==> config.mk <==
export PLATFORM = sky130hd
export DESIGN_NAME = ram_access_arbiter
export DESIGN_NICKNAME = d
export VERILOG_FILES = /design/src/rtl/ram_access_arbiter.sv
export SDC_FILE = /design/constraint.sdc
export NUM_CORES = 1
export LEC_CHECK = 0
export CAP_MARGIN = 15
export CORE_MARGIN = 2
export CORE_UTILIZATION = 37
export CTS_CLUSTER_DIAMETER = 100
export DETAILED_ROUTE_END_ITERATION = 16
export GPL_TIMING_DRIVEN = 0
export MAX_ROUTING_LAYER = met4
export PLACE_DENSITY = 0.76
export SLEW_MARGIN = 0
export SYNTH_ARGS = -nofsm -noshare
export SYNTH_HDL_FRONTEND = slang
export SYNTH_SLANG_ARGS = --single-unit
==> constraint.sdc <==
create_clock -name clk -period 1.6 [get_ports clk]
set_input_delay 0.48 -clock clk [delete_from_list [all_inputs] [get_ports clk]]
set_output_delay 0.48 -clock clk [all_outputs]
set_load 0.03 [all_outputs]
==> src/rtl/ram_access_arbiter.sv <==
// ram_access_arbiter: the single sequencer in front of the 256x8 ram block.
// It takes one request from one of two ports, holds the ram bus steady for
// HOLD enable cycles, captures the read data and returns a one-cycle ack.
// Ties are broken round-robin. Defining ARB_FIXED_PRIO_EN makes port 0
// always win ties, which lets port 1 starve.
module ram_access_arbiter #(
    parameter int ADDR_W = 8,
    parameter int DATA_W = 8,
    parameter int HOLD   = 2
) (
    input  logic              clk,
    input  logic              rst_n,
    input  logic [1:0]        req_valid_i,
    input  logic [1:0]        req_we_i,
    input  logic [ADDR_W-1:0] req_addr0_i,
    input  logic [ADDR_W-1:0] req_addr1_i,
    input  logic [DATA_W-1:0] req_wdata0_i,
    input  logic [DATA_W-1:0] req_wdata1_i,
    output logic [1:0]        ack_o,
    output logic [DATA_W-1:0] rdata_o,
    output logic              busy_o,
    output logic              ram_en_o,
    output logic              ram_rw_o,
    output logic [ADDR_W-1:0] ram_addr_o,
    output logic [DATA_W-1:0] ram_wdata_o,
    input  logic [DATA_W-1:0] ram_rdata_i
);

    typedef enum logic [1:0] {
        IDLE   = 2'd0,
        ACCESS = 2'd1,
        DONE   = 2'd2
    } state_t;

    // Counter value on the final enable cycle of an access.
    localparam logic [3:0] HOLD_LAST = 4'(HOLD - 1);

    state_t            state, state_next;
    logic              grant, grant_next;
    logic              last_grant, last_grant_next;
    logic [3:0]        hold_cnt, hold_cnt_next;
    logic [1:0]        ack_next;
    logic [DATA_W-1:0] rdata_next;
    logic              busy_next;
    logic              en_next;
    logic              rw_next;
    logic [ADDR_W-1:0] addr_next;
    logic [DATA_W-1:0] wdata_next;
    logic              winner;

    // Pick the port that would be granted if a request is taken this cycle.
    always_comb begin
        winner = 1'b0;
        if (req_valid_i == 2'b10) begin
            winner = 1'b1;
        end else if (req_valid_i == 2'b11) begin
`ifdef ARB_FIXED_PRIO_EN
            winner = 1'b0;
`else
            winner = ~last_grant;
`endif
        end
    end

    // Next-state and next-output logic; every output is registered below.
    always_comb begin
        state_next      = state;
        grant_next      = grant;
        last_grant_next = last_grant;
        hold_cnt_next   = hold_cnt;
        ack_next        = 2'b00;
        rdata_next      = rdata_o;
        busy_next       = busy_o;
        en_next         = ram_en_o;
        rw_next         = ram_rw_o;
        addr_next       = ram_addr_o;
        wdata_next      = ram_wdata_o;
        case (state)
            IDLE: begin
                if (|req_valid_i) begin
                    grant_next      = winner;
                    last_grant_next = winner;
                    addr_next       = winner ? req_addr1_i : req_addr0_i;
                    wdata_next      = winner ? req_wdata1_i : req_wdata0_i;
                    rw_next         = req_we_i[winner];
                    en_next         = 1'b1;
                    busy_next       = 1'b1;
                    hold_cnt_next   = 4'd0;
                    state_next      = ACCESS;
                end
            end
            ACCESS: begin
                if (hold_cnt == HOLD_LAST) begin
                    en_next = 1'b0;
                    if (!ram_rw_o) begin
                        rdata_next = ram_rdata_i;
                    end
                    ack_next   = grant ? 2'b10 : 2'b01;
                    state_next = DONE;
                end else begin
                    hold_cnt_next = hold_cnt + 4'd1;
                end
            end
            DONE: begin
                busy_next  = 1'b0;
                state_next = IDLE;
            end
            default: begin
                state_next = IDLE;
                en_next    = 1'b0;
                busy_next  = 1'b0;
            end
        endcase
    end

    // State and output registers with synchronous active-low reset.
    always_ff @(posedge clk) begin
        if (!rst_n) begin
            state       <= IDLE;
            grant       <= 1'b0;
            last_grant  <= 1'b1;
            hold_cnt    <= 4'd0;
            ack_o       <= 2'b00;
            rdata_o     <= '0;
            busy_o      <= 1'b0;
            ram_en_o    <= 1'b0;
            ram_rw_o    <= 1'b0;
            ram_addr_o  <= '0;
            ram_wdata_o <= '0;
        end else begin
            state       <= state_next;
            grant       <= grant_next;
            last_grant  <= last_grant_next;
            hold_cnt    <= hold_cnt_next;
            ack_o       <= ack_next;
            rdata_o     <= rdata_next;
            busy_o      <= busy_next;
            ram_en_o    <= en_next;
            ram_rw_o    <= rw_next;
            ram_addr_o  <= addr_next;
            ram_wdata_o <= wdata_next;
        end
    end

endmodule

# Word level (Yosys, flattened, before mapping)
# Cells that the tools add are included.
dict set report totals {
  ff_bits 37
  latch_bits 0
  mem_bits_rw 0
  romBits 0
  in_bits 46
  out_inout_bits 29
  elab_cells 52
  memories 0
}
dict set report op_classes {
  add_sub_neg 1
  mul 0
  div 0
  n_lt_le_gt_ge 1
  eq_ne 8
  n_shift 0
  muxes 17
  bitwise_logic 4
  n_reduce_logical 10
}
# operator count
set ops {}
lappend ops {{$mux 8} 2}
lappend ops {{$reduce_and 3->1} 4}
lappend ops {{$mux 4} 2}
lappend ops {{$pmux 4 s2} 1}
lappend ops {{$eq 2x2->1 const B} 3}
lappend ops {{$mux 1} 6}
lappend ops {{$mux 2} 3}
lappend ops {{$ne 2x2->1 const B} 3}
lappend ops {{$reduce_and 2->1} 3}
lappend ops {{$add 4x1->4 const B} 1}
lappend ops {{$eq 4x1->1 const B} 1}
lappend ops {{$not 1->1} 4}
lappend ops {{$pmux 2 s2} 1}
lappend ops {{$pmux 1 s3} 1}
lappend ops {{$eq 2x1->1 const B} 1}
lappend ops {{$logic_not 2->1} 1}
lappend ops {{$lt 1x2->1 const B} 1}
lappend ops {{$pmux 1 s2} 1}
lappend ops {{$reduce_bool 2->1} 1}
lappend ops {{$reduce_or 2->1} 1}

# Logic depth before layout (Yosys ltp)
dict set report depth {
  ltp_word 5
  depth_mapped 6
  depth_no_buf 5
}

# Least setup slack after synthesis
# OpenSTA, ideal clock, no wires.
dict set report synth_path {
  path_type {register to register}
  startpoint {register hold_cnt[0]}
  endpoint {register rdata_o[0]}
  setup_time_ns 0.072
  arrival_time_ns 1.587
  required_ns 1.528
  slack_ns -0.058
  path_stages_with_launch 6
  period_less_slack_ns 1.658
  path_cell_list {dfxtp_1 > ha_1 > or3b_1 > buf_6 > nor3_4 > mux2i_1}
}
dict set report synth_via {
  elab_chain_cells 2
}
# item line
set synth_rtl {}
lappend synth_rtl {{start: declaration} 41} ;# logic [3:0] hold_cnt, hold_cnt_next;
lappend synth_rtl {{start signal: assignment} 134} ;# hold_cnt <= hold_cnt_next;
lappend synth_rtl {{$eq 4x1->1} 93} ;# if (hold_cnt == HOLD_LAST) begin
lappend synth_rtl {{$reduce_and 3->1 (no source line)} -}
lappend synth_rtl {{end signal: assignment} 136} ;# rdata_o <= rdata_next;
lappend synth_rtl {{end: declaration} 20} ;# output logic [DATA_W-1:0] rdata_o,
# Every way passes these cells.
# A chain may end at the register's enable or synchronous reset.

==> results.toml <==
[sta]
fmax_mhz = 649
min_period_ps = 1540
tightest_slew_ps = 455
finClkSkew_ps = 2.37
rsz0062_at_grt = "no"
slew_headroom_pct = 69.7
finalCritPeriodShare_pct = 96.3
setup_viol_count_final = 0
slew_violations = 0
hold_viol = 0

[clock_tree]
cts_tree = "done"
cts_buffers = 5
clk_pin_slew_ps = 70
h-tree-depth = 2
clockBufferDepth = 2
worstSkewPairLatency_ps = 280
cts_sinks = 37
cts.hold.buffers_added = 0
cts_root_buf = "clkbuf_8"

[final_layout]
antenna_cells = 0
mostFrequentLayoutCells = "clkdlybuf4s50_1, dfxtp_1, dlygate4sd2_1"
final-seq-area_um2 = 743
drive_gt1_share_pct = 13.2
layout_commonest_cell = "clkdlybuf4s50_1"
multi_input_area_um2 = 822
fin_cells = 310
final_cell_area_mm2 = 0.00258
n_fill_cell = 389
fin_nets = 305
syn2layout_area_growth_pct = 59.3

[setup_path]
start_kind = "primary input"
startpoint = "rst_n"
crit_end = "hold_cnt[1]"
crit_fanout = 9
path_cells = "clkdlybuf4s50_1 -> clkinv_2 -> or4_1 -> o41ai_1"
reg2reg_depth = 6
rrSetupSlack_ps = 120
crit_path_end_kind = "flip-flop"
reg2reg_to = "rdata_o[4]"
slowest_delay_ps = 540
path_class = "primary input to flip-flop"
r2r_start = "hold_cnt[1]"
crit_required_ps = 1780
cp_slowest_cell = "or4_1"
crit_arrival_ps = 1720

[detailed_routing]
routed_via_density = 5.03
first_pass_iters = 4
vias = 1559
drc_errors = 0
wl_per_cell_um = 13.4
ant_nets = 0
routed_wl_mm = 4.15
first_iter_violations = 98

[placed_design]
dpl_cell_area_mm2 = 0.00243
port_buffers = 74
dp.cells = 297
place_congestion = 0.791
dp_hpwl_mm = 3.01

[synthesis]
ys.flop_type = "dfxtp_1"
synth_nets = 219
netlist_area_mm2 = 0.00162
synth_top_cell_area_share_pct = 45.7
yosys_warnings = 0
syn_inst = 171
seq_area_frac_synth_pct = 45.7
async_flop_share_pct = 0
synth_area_per_cell_um2 = 9.48
ys_ff_latch = 37
synth_cell_types = 36
synth.largest_area_cell = "dfxtp_1"
synth_edf_count = 0
synth_area_leaders = "dfxtp_1, mux2i_1, a211oi_1"

[global_route]
grt_max_degree = 12
grt_overflow = 0
grt_usage_pct = 19.0
grt_pass1_vias = 1545
grt_pass1_wl_mm = 7.39
antenna_found_initial = 0

[power_and_ir_drop]
irDropWorstVdd_mv = 0.480
cellLeakagePower_nw = 1.09
finalPower_w = 0.00234
power_density_mw_per_mm2 = 906

[job]
cap_violations = 0

[floorplan]
die_w_um = 70.2
start_util_pct = 37.8
die-area_mm2 = 0.00493
rows = 24
die_y_um = 70.2
core_area_mm2 = 0.00429
io_pins = 75

[run_status]
status = "completed"

[min_path]
hold_class = "flip-flop to flip-flop"
==> worst min path at each step <==
stage | start | to | slack, ps | cells past startpoint
5_1_grt | rdata_o[0] | rdata_o[0] | 480 | 2
4_1_cts | grant | ack_o[0] | 450 | 1
3_3_place_gp | grant | ack_o[0] | 440 | 1
3_5_place_dp | grant | ack_o[0] | 440 | 1
2_1_floorplan | grant | ack_o[0] | 410 | 1
6_report | rdata_o[3] | rdata_o[3] | 460 | 2
==> metal layers <==
layer  vias to the layer above  GRT usage (%)  wire [um]  part of all wire [%]
met4                         0           6.41         66                   1.6
li1                        797              -          -                     -
met5                         -              -          0                     0
met2                        42           30.1       2020                    49
met3                         7           3.32        182                   4.4
met1                       713           24.6       1880                    45
==> where the power goes <==
group / switching [W] / total (W) / internal (W)
clock: 0.000318 / 0.000620 / 0.000302
combinational: 0.000359 / 0.000675 / 0.000316
sequential: 0.0000436 / 0.00104 / 0.00100
total: 0.000720 / 0.00234 / 0.00162
==> synth_stat cells (2+ instances only) <==
library cell,n
nor3_1,2
nand3_1,5
o21ai_0,2
or4_1,2
o211ai_1,2
inv_1,2
ha_1,2
clkbuf_1,11
nor2b_1,2
a21oi_1,20
nand2_1,17
nor2_1,3
dfxtp_1,37
mux2i_1,25
a211oi_1,17
a31oi_1,2
==> layout make-up <==
class	count	area share, %
plain buffers	13	3.00
clock buffers	6	2.81
clock inverters	2	0.388
inverters	3	0.484
multi-input cells	116	31.8
flip-flops and latches	37	28.8
well taps	52	2.52
repair buffers	81	30.2
==> flip-flops by register name, indices dropped and copies added (netlist names) <==
name / cells
ram_rw_o: 1
grant: 1
ram_wdata_o: 8
state: 2
last_grant: 1
ram_addr_o: 8
busy_o: 1
ram_en_o: 1
hold_cnt: 4
rdata_o: 8
ack_o: 2
==> critical path, delay by kind of cell <==
family	cells	cell delay, ps
simple gates	1	540
compound gates	1	70
buf+inv	2	620
==> through the flow <==
| step | TNS, ps | setup slack (ps) | hold WS, ps | utilization, % |
|---|---|---|---|---|
| floorplan | 0 | 1.05 | 405 | - |
| global placement | -14500 | -598 | 440 | 56.6 |
| detailed placement | -14850 | -606 | 439 | 56.6 |
| CTS | -12.9 | -5.13 | 447 | 60.4 |
| global route | 0 | 4.13 | 477 | 60.1 |
| finish | 0 | 59.7 | 456 | 60.1 |
==> logic make-up (layout without fill, tap and decap cells) <==
logic type	Yosys count	in the layout	share of synthesized area, %
compound gates	49	49	19.4
fa+ha+maj	2	2	1.54
buf+inv	18	105	4.94
flops	37	37	45.7
mux	25	25	15.4
simple gates	40	40	13.0
==> what timing repair did <==
action	4_1_cts	5_1_grt
gates cloned	0	0
buffers inserted	7	0
setup endpoints to repair	59	27
pin swaps	2	2
resized for setup	47	10
No activity file was read; power rests on OpenSTA's default activity.
==> variant 1: new RTL, same settings <==
Change the parameter `ADDR_W` from 8 to 6.
--- a/src/rtl/ram_access_arbiter.sv
+++ b/src/rtl/ram_access_arbiter.sv
@@ -4,7 +4,7 @@
 // Ties are broken round-robin. Defining ARB_FIXED_PRIO_EN makes port 0
 // always win ties, which lets port 1 starve.
 module ram_access_arbiter #(
-    parameter int ADDR_W = 8,
+    parameter int ADDR_W = 6,
     parameter int DATA_W = 8,
     parameter int HOLD   = 2
 ) (
Ports: changed (resized ram_addr_o, req_addr0_i and req_addr1_i); port bits go from 75 to 69. The function was not compared with the original's and may differ.
==> variant 1 against the original RTL <==
Largest cell class is now multi-input combinational cells. Die area down 1.4%. Combinational power down 12%. Sequential share of layout area grew 0.49 points. Setup slack better by 0.00052 ns. Total power decreased by 6.7%. First-iteration DRC count fell by 49%. Area after synthesis shrank 1.5%. Largest power group unchanged. Final area is 7.3% lower. Clock power shrank 3%. Routed wire length shrank 9.6%. Sequential cell count fell by 2.
==> variant 1: results (changes against the original RTL) <==
[synthesis]
yosys.area_share.adder=0.0157  ; was 0.0154
ys_top_cells_by_count=nand2_1 (48), dfxtp_1 (35), a21oi_1 (21)  ; was dfxtp_1 (37), mux2i_1 (25), a21oi_1 (20)
synth.distinct_cells=33  ; was 36
avgSynthCellArea_sq_um=9.12  ; was 9.48 sq um
synth_compound_area_frac=0.247  ; was 0.194
synth_mux_area_frac=0.0502  ; was 0.154
syn_area_sq_um=1600  ; was 1620 sq um
synth-seq-area-share=0.439  ; was 0.457
ys_top_cells_by_area=dfxtp_1 (44%), nand2_1 (11%), a311oi_2 (9.4%)  ; was dfxtp_1 (46%), mux2i_1 (15%), a211oi_1 (7.9%)

[placement]
port_buffers=68  ; was 74
place_area_sq_um=2340  ; was 2430 sq um
placedCellCount=293  ; was 297
routabilityCongestion=0.756  ; was 0.791
pre_cts_slack_ns=-0.418  ; was -0.606 ns
post-dp-hpwl_mm=2.75  ; was 3.01 mm

[finish]
utilization=0.586  ; was 0.601
top_regs=ram_wdata_o (8), rdata_o (8), ram_addr_o (6)  ; was ram_addr_o (8), ram_wdata_o (8), rdata_o (8)
fin_cells=301  ; was 310
n_clock_buffer=7  ; was 6
clk_share=0.0340  ; was 0.0320
num-multi-input-gates=127  ; was 116
seq_share=0.293  ; was 0.288
buffer_area_frac=0.298  ; was 0.332
fill_cells=386  ; was 389
drive_above_1_share=0.127  ; was 0.132
multi_input_area_sq_um=828  ; was 822 sq um
nonClockBufferCount=79  ; was 94
inv_count=2  ; was 3

[route]
met2WireLength_mm=1.77  ; was 2.02 mm
vias_per_cell=5.01  ; was 5.03
wl_per_cell_microns=12.5  ; was 13.4 microns
drtIter0Drc=50  ; was 98

[worst_setup_path]
cp_top_family=buffers and inverters  ; unchanged
critical-path-slowest-cell=dlygate4sd2_1  ; was or4_1
cp.arrival_ns=1.06  ; was 1.72 ns

[power]
clock_power_mw=0.602  ; was 0.620 mW
p_int_mw=1.51  ; was 1.62 mW
p_sw_mw=0.669  ; was 0.720 mW

[grt]
grtUsageTotal=0.171  ; was 0.190
grtUsageMet1=0.199  ; was 0.246
use_met3=0.0552  ; was 0.0332
grt_pass1_wl_mm=6.69  ; was 7.39 mm
grt_pass1_vias=1519  ; was 1545
grt_start_max_net_pins=16  ; was 12
met2_usage=0.279  ; was 0.301

[outcome]
outcome=finished, final reports clean  ; unchanged

[variant 1: cell types whose count changed after synthesis, moves of 5 or more]
cell,delta
mux2i_1,-17
nand2_1,+31
a211oi_1,-17
a311oi_2,+10
clkbuf_1,-7
a311oi_1,+5
[variant 1: worst register-to-register path, delay by kind of cell (launching register included)]
family                     cells  cell delay (ns)
adders and majority gates      1             0.16
buffers and inverters          1             0.21
DFF                            1             0.39
muxes                          1             0.14
and+or+nand+nor                2             0.43
[variant 1: what timing repair did]
action	CTS	global route
gates resized for setup	30	6
buffers inserted	1	0
endpoints found under the setup margin	37	11
[variant 1: path summary, 6_finish.rpt]
| kind | cells after the start | slack [ns] | start | endpoint |
|---|---|---|---|---|
| min reg2reg | 1 | 0.43 | grant | ack_o[0] |
| min | 1 | 0.43 | grant | ack_o[0] |
| max reg2reg | 5 | 0.15 | hold_cnt[0] | rdata_o[3] |
| max | 1 | 0.06 | ram_rw_o | ram_rw_o |
==> variant 2: new RTL, config.mk and constraints unchanged <==
Without the edit above. Encoding of `state_t`: now one-hot (3 bits for 3 states).
--- a/src/rtl/ram_access_arbiter.sv
+++ b/src/rtl/ram_access_arbiter.sv
@@ -26,10 +26,10 @@
     input  logic [DATA_W-1:0] ram_rdata_i
 );
 
-    typedef enum logic [1:0] {
-        IDLE   = 2'd0,
-        ACCESS = 2'd1,
-        DONE   = 2'd2
+    typedef enum logic [2:0] {
+        IDLE   = 3'b001,
+        ACCESS = 3'b010,
+        DONE   = 3'b100
     } state_t;
 
     // Counter value on the final enable cycle of an access.
Function: same outputs for any inputs over 10 cycles, from zero or initial values and one cycle with rst_n low; not proved beyond that.
==> variant 2 against the original RTL <==
Clock power rose by 9.2%. Largest cell class is now multi-input combinational cells. Global-route usage fell by 0.95 points. Core utilization rose by 1.0 points. Total power rose by 7.9%. Sequential cell count rose by 1. Hold slack got worse by 0.015 ns. Critical endpoint is now rdata_o[1]. Final area rose by 3.8%. Setup slack got worse by 0.058 ns. Area after synthesis rose by 4.1%. Routed wire length rose by 2.3%. Via count rose by 3.1%. Sequential share of layout area barely moved. Critical path type is now register to register.
==> variant 2: results (changes against the original RTL) <==
[grt]
grtUsageTotal=0.180  ; was 0.190
grt_pass1_wl_mm=7.03  ; was 7.39 mm
antenna_found_initial=0  ; unchanged
grt_start_max_net_pins=12  ; unchanged
grt_pass1_vias=1599  ; was 1545

[clocking]
htreeDepth=2  ; unchanged
insertion_delay_ns=0.29
clockRootBuffer=clkbuf_8  ; unchanged
clk_pin_slew_worst_paths_ns=0.07  ; about the same
cts.path.max_buffers=2  ; unchanged
cts_made_buffers=5  ; unchanged

[synthesis]
syn_nets=227  ; was 219
synth-seq-area-share=0.451  ; was 0.457
ys_top_cells_by_area=dfxtp_1 (45%), mux2i_1 (15%), a211oi_1 (8.0%)  ; was dfxtp_1 (46%), mux2i_1 (15%), a211oi_1 (7.9%)
synth.distinct_cells=36  ; unchanged
synth_edf_count=0  ; unchanged
synthArstFlopShare=0  ; unchanged
ys_top_cells_by_count=dfxtp_1 (38), mux2i_1 (25), a21oi_1 (21), nand2_1 (21), a211oi_1 (18)  ; was dfxtp_1 (37), mux2i_1 (25), a21oi_1 (20)
synth-warning-count=0  ; unchanged

[worst_setup_path]
cpPeakStageDelay_ns=0.37  ; was 0.54 ns
reg2reg_depth=7  ; was 6
cp_top_family=simple AND/OR/NAND/NOR gates  ; was buffers and inverters
critical-path-slowest-cell=or3b_4  ; was or4_1
cp_max_fo=8  ; was 9
cp.arrival_ns=1.82  ; was 1.72 ns

[finish]
top_regs=ram_addr_o (8), ram_wdata_o (8), rdata_o (8)  ; unchanged
final_nets=315  ; was 305
num_antenna_cells=0  ; unchanged
drive_above_1_share=0.146  ; was 0.132

[timing]
tightest_slew_ns=0.586  ; was 0.455 ns
finClkSkew_ns=0.00350  ; was 0.00237 ns

[power]
irDropWorstVdd_uv=529  ; was 480 uV
power.leakage_nw=1.12  ; was 1.09 nW

[outcome]
outcome=finished, final reports clean  ; unchanged

[placement]
post-dp-hpwl_mm=3.02  ; was 3.01 mm
port_buffers=74  ; unchanged
place_area_sq_um=2520  ; was 2430 sq um
routabilityCongestion=0.742  ; was 0.791

[route]
drtIter0Drc=81  ; was 98
wl_per_cell_microns=13.3  ; was 13.4 microns
vias_per_cell=5.03  ; about the same
dr.pass1.iters=4  ; unchanged

[hold_path]
min_path_type=register to register  ; unchanged
holdPathStages=1  ; was 2

[variant 2: cell types whose count changed after synthesis, sizes merged, moves of 2 or more]
cell    delta
clkbuf     -3
inv        +2
nand2      +4
nand3      -2
o21ai      +2
or3b       +2
or4        -2
[variant 2: cell families (layout without fill, tap and decap cells)]
| logic type | Yosys count | in the layout | synth area share |
|---|---|---|---|
| buf+inv | 17 | 106 | 0.0482 |
| compound gates | 53 | 53 | 0.200 |
| simple gates | 44 | 44 | 0.138 |
| mux | 25 | 25 | 0.148 |
| fa+ha+maj | 2 | 2 | 0.0148 |
| flops | 38 | 38 | 0.451 |
[variant 2: layout make-up]
cell class,count,area [sq um]
fillers,403,1700
clock inverters,1,5.00
plain buffers,13,103
flip-flops and latches,38,771
repair buffers,81,763
clock buffers,7,86.3
multi-input cells,124,873
inverters,4,15.0
well taps,52,65.1
[variant 2: where the power goes]
| part | switching (mW) | total [mW] | leakage [nW] | internal [mW] |
|---|---|---|---|---|
| combinational | 0.411 | 0.756 | 0.759 | 0.345 |
| clock | 0.330 | 0.677 | 0.0482 | 0.347 |
| sequential | 0.0558 | 1.09 | 0.313 | 1.04 |
| total | 0.796 | 2.53 | 1.12 | 1.73 |
[variant 2: repair_timing]
item,in CTS,in global routing
pin swaps,2,1
cloned,0,0
setup buffers,3,4
setup endpoints to repair,59,25
hold buffers,0,0
resized for setup,44,10
[variant 2: path summary, 6_finish.rpt]
| check | startpoint | to | slack, ns |
|---|---|---|---|
| worst max register to register | hold_cnt[1] | rdata_o[1] | 0.002 |
| worst min register to register | grant | ack_o[0] | 0.44 |
| worst min-delay path | grant | ack_o[0] | 0.44 |
| worst max-delay path | hold_cnt[1] | rdata_o[1] | 0.002 |
[variant 2: per-layer routing]
| metal | wire length (microns) | vias up | global-route usage |
|---|---|---|---|
| met3 | 212 | 7 | 0.0534 |
| li1 | - | 830 | - |
| met4 | 78 | 0 | 0.0608 |
| met2 | 2100 | 50 | 0.297 |
| met1 | 1860 | 721 | 0.209 |
| met5 | 0 | - | - |
[variant 2: through the flow]
step	worst slack, ns	std cells
6_report	0.00169	320
3_5_place_dp	-0.591	305
3_3_place_gp	-0.584	305
5_1_grt	-0.0675	320
2_1_floorplan	-0.0416	179
4_1_cts	0.00450	316
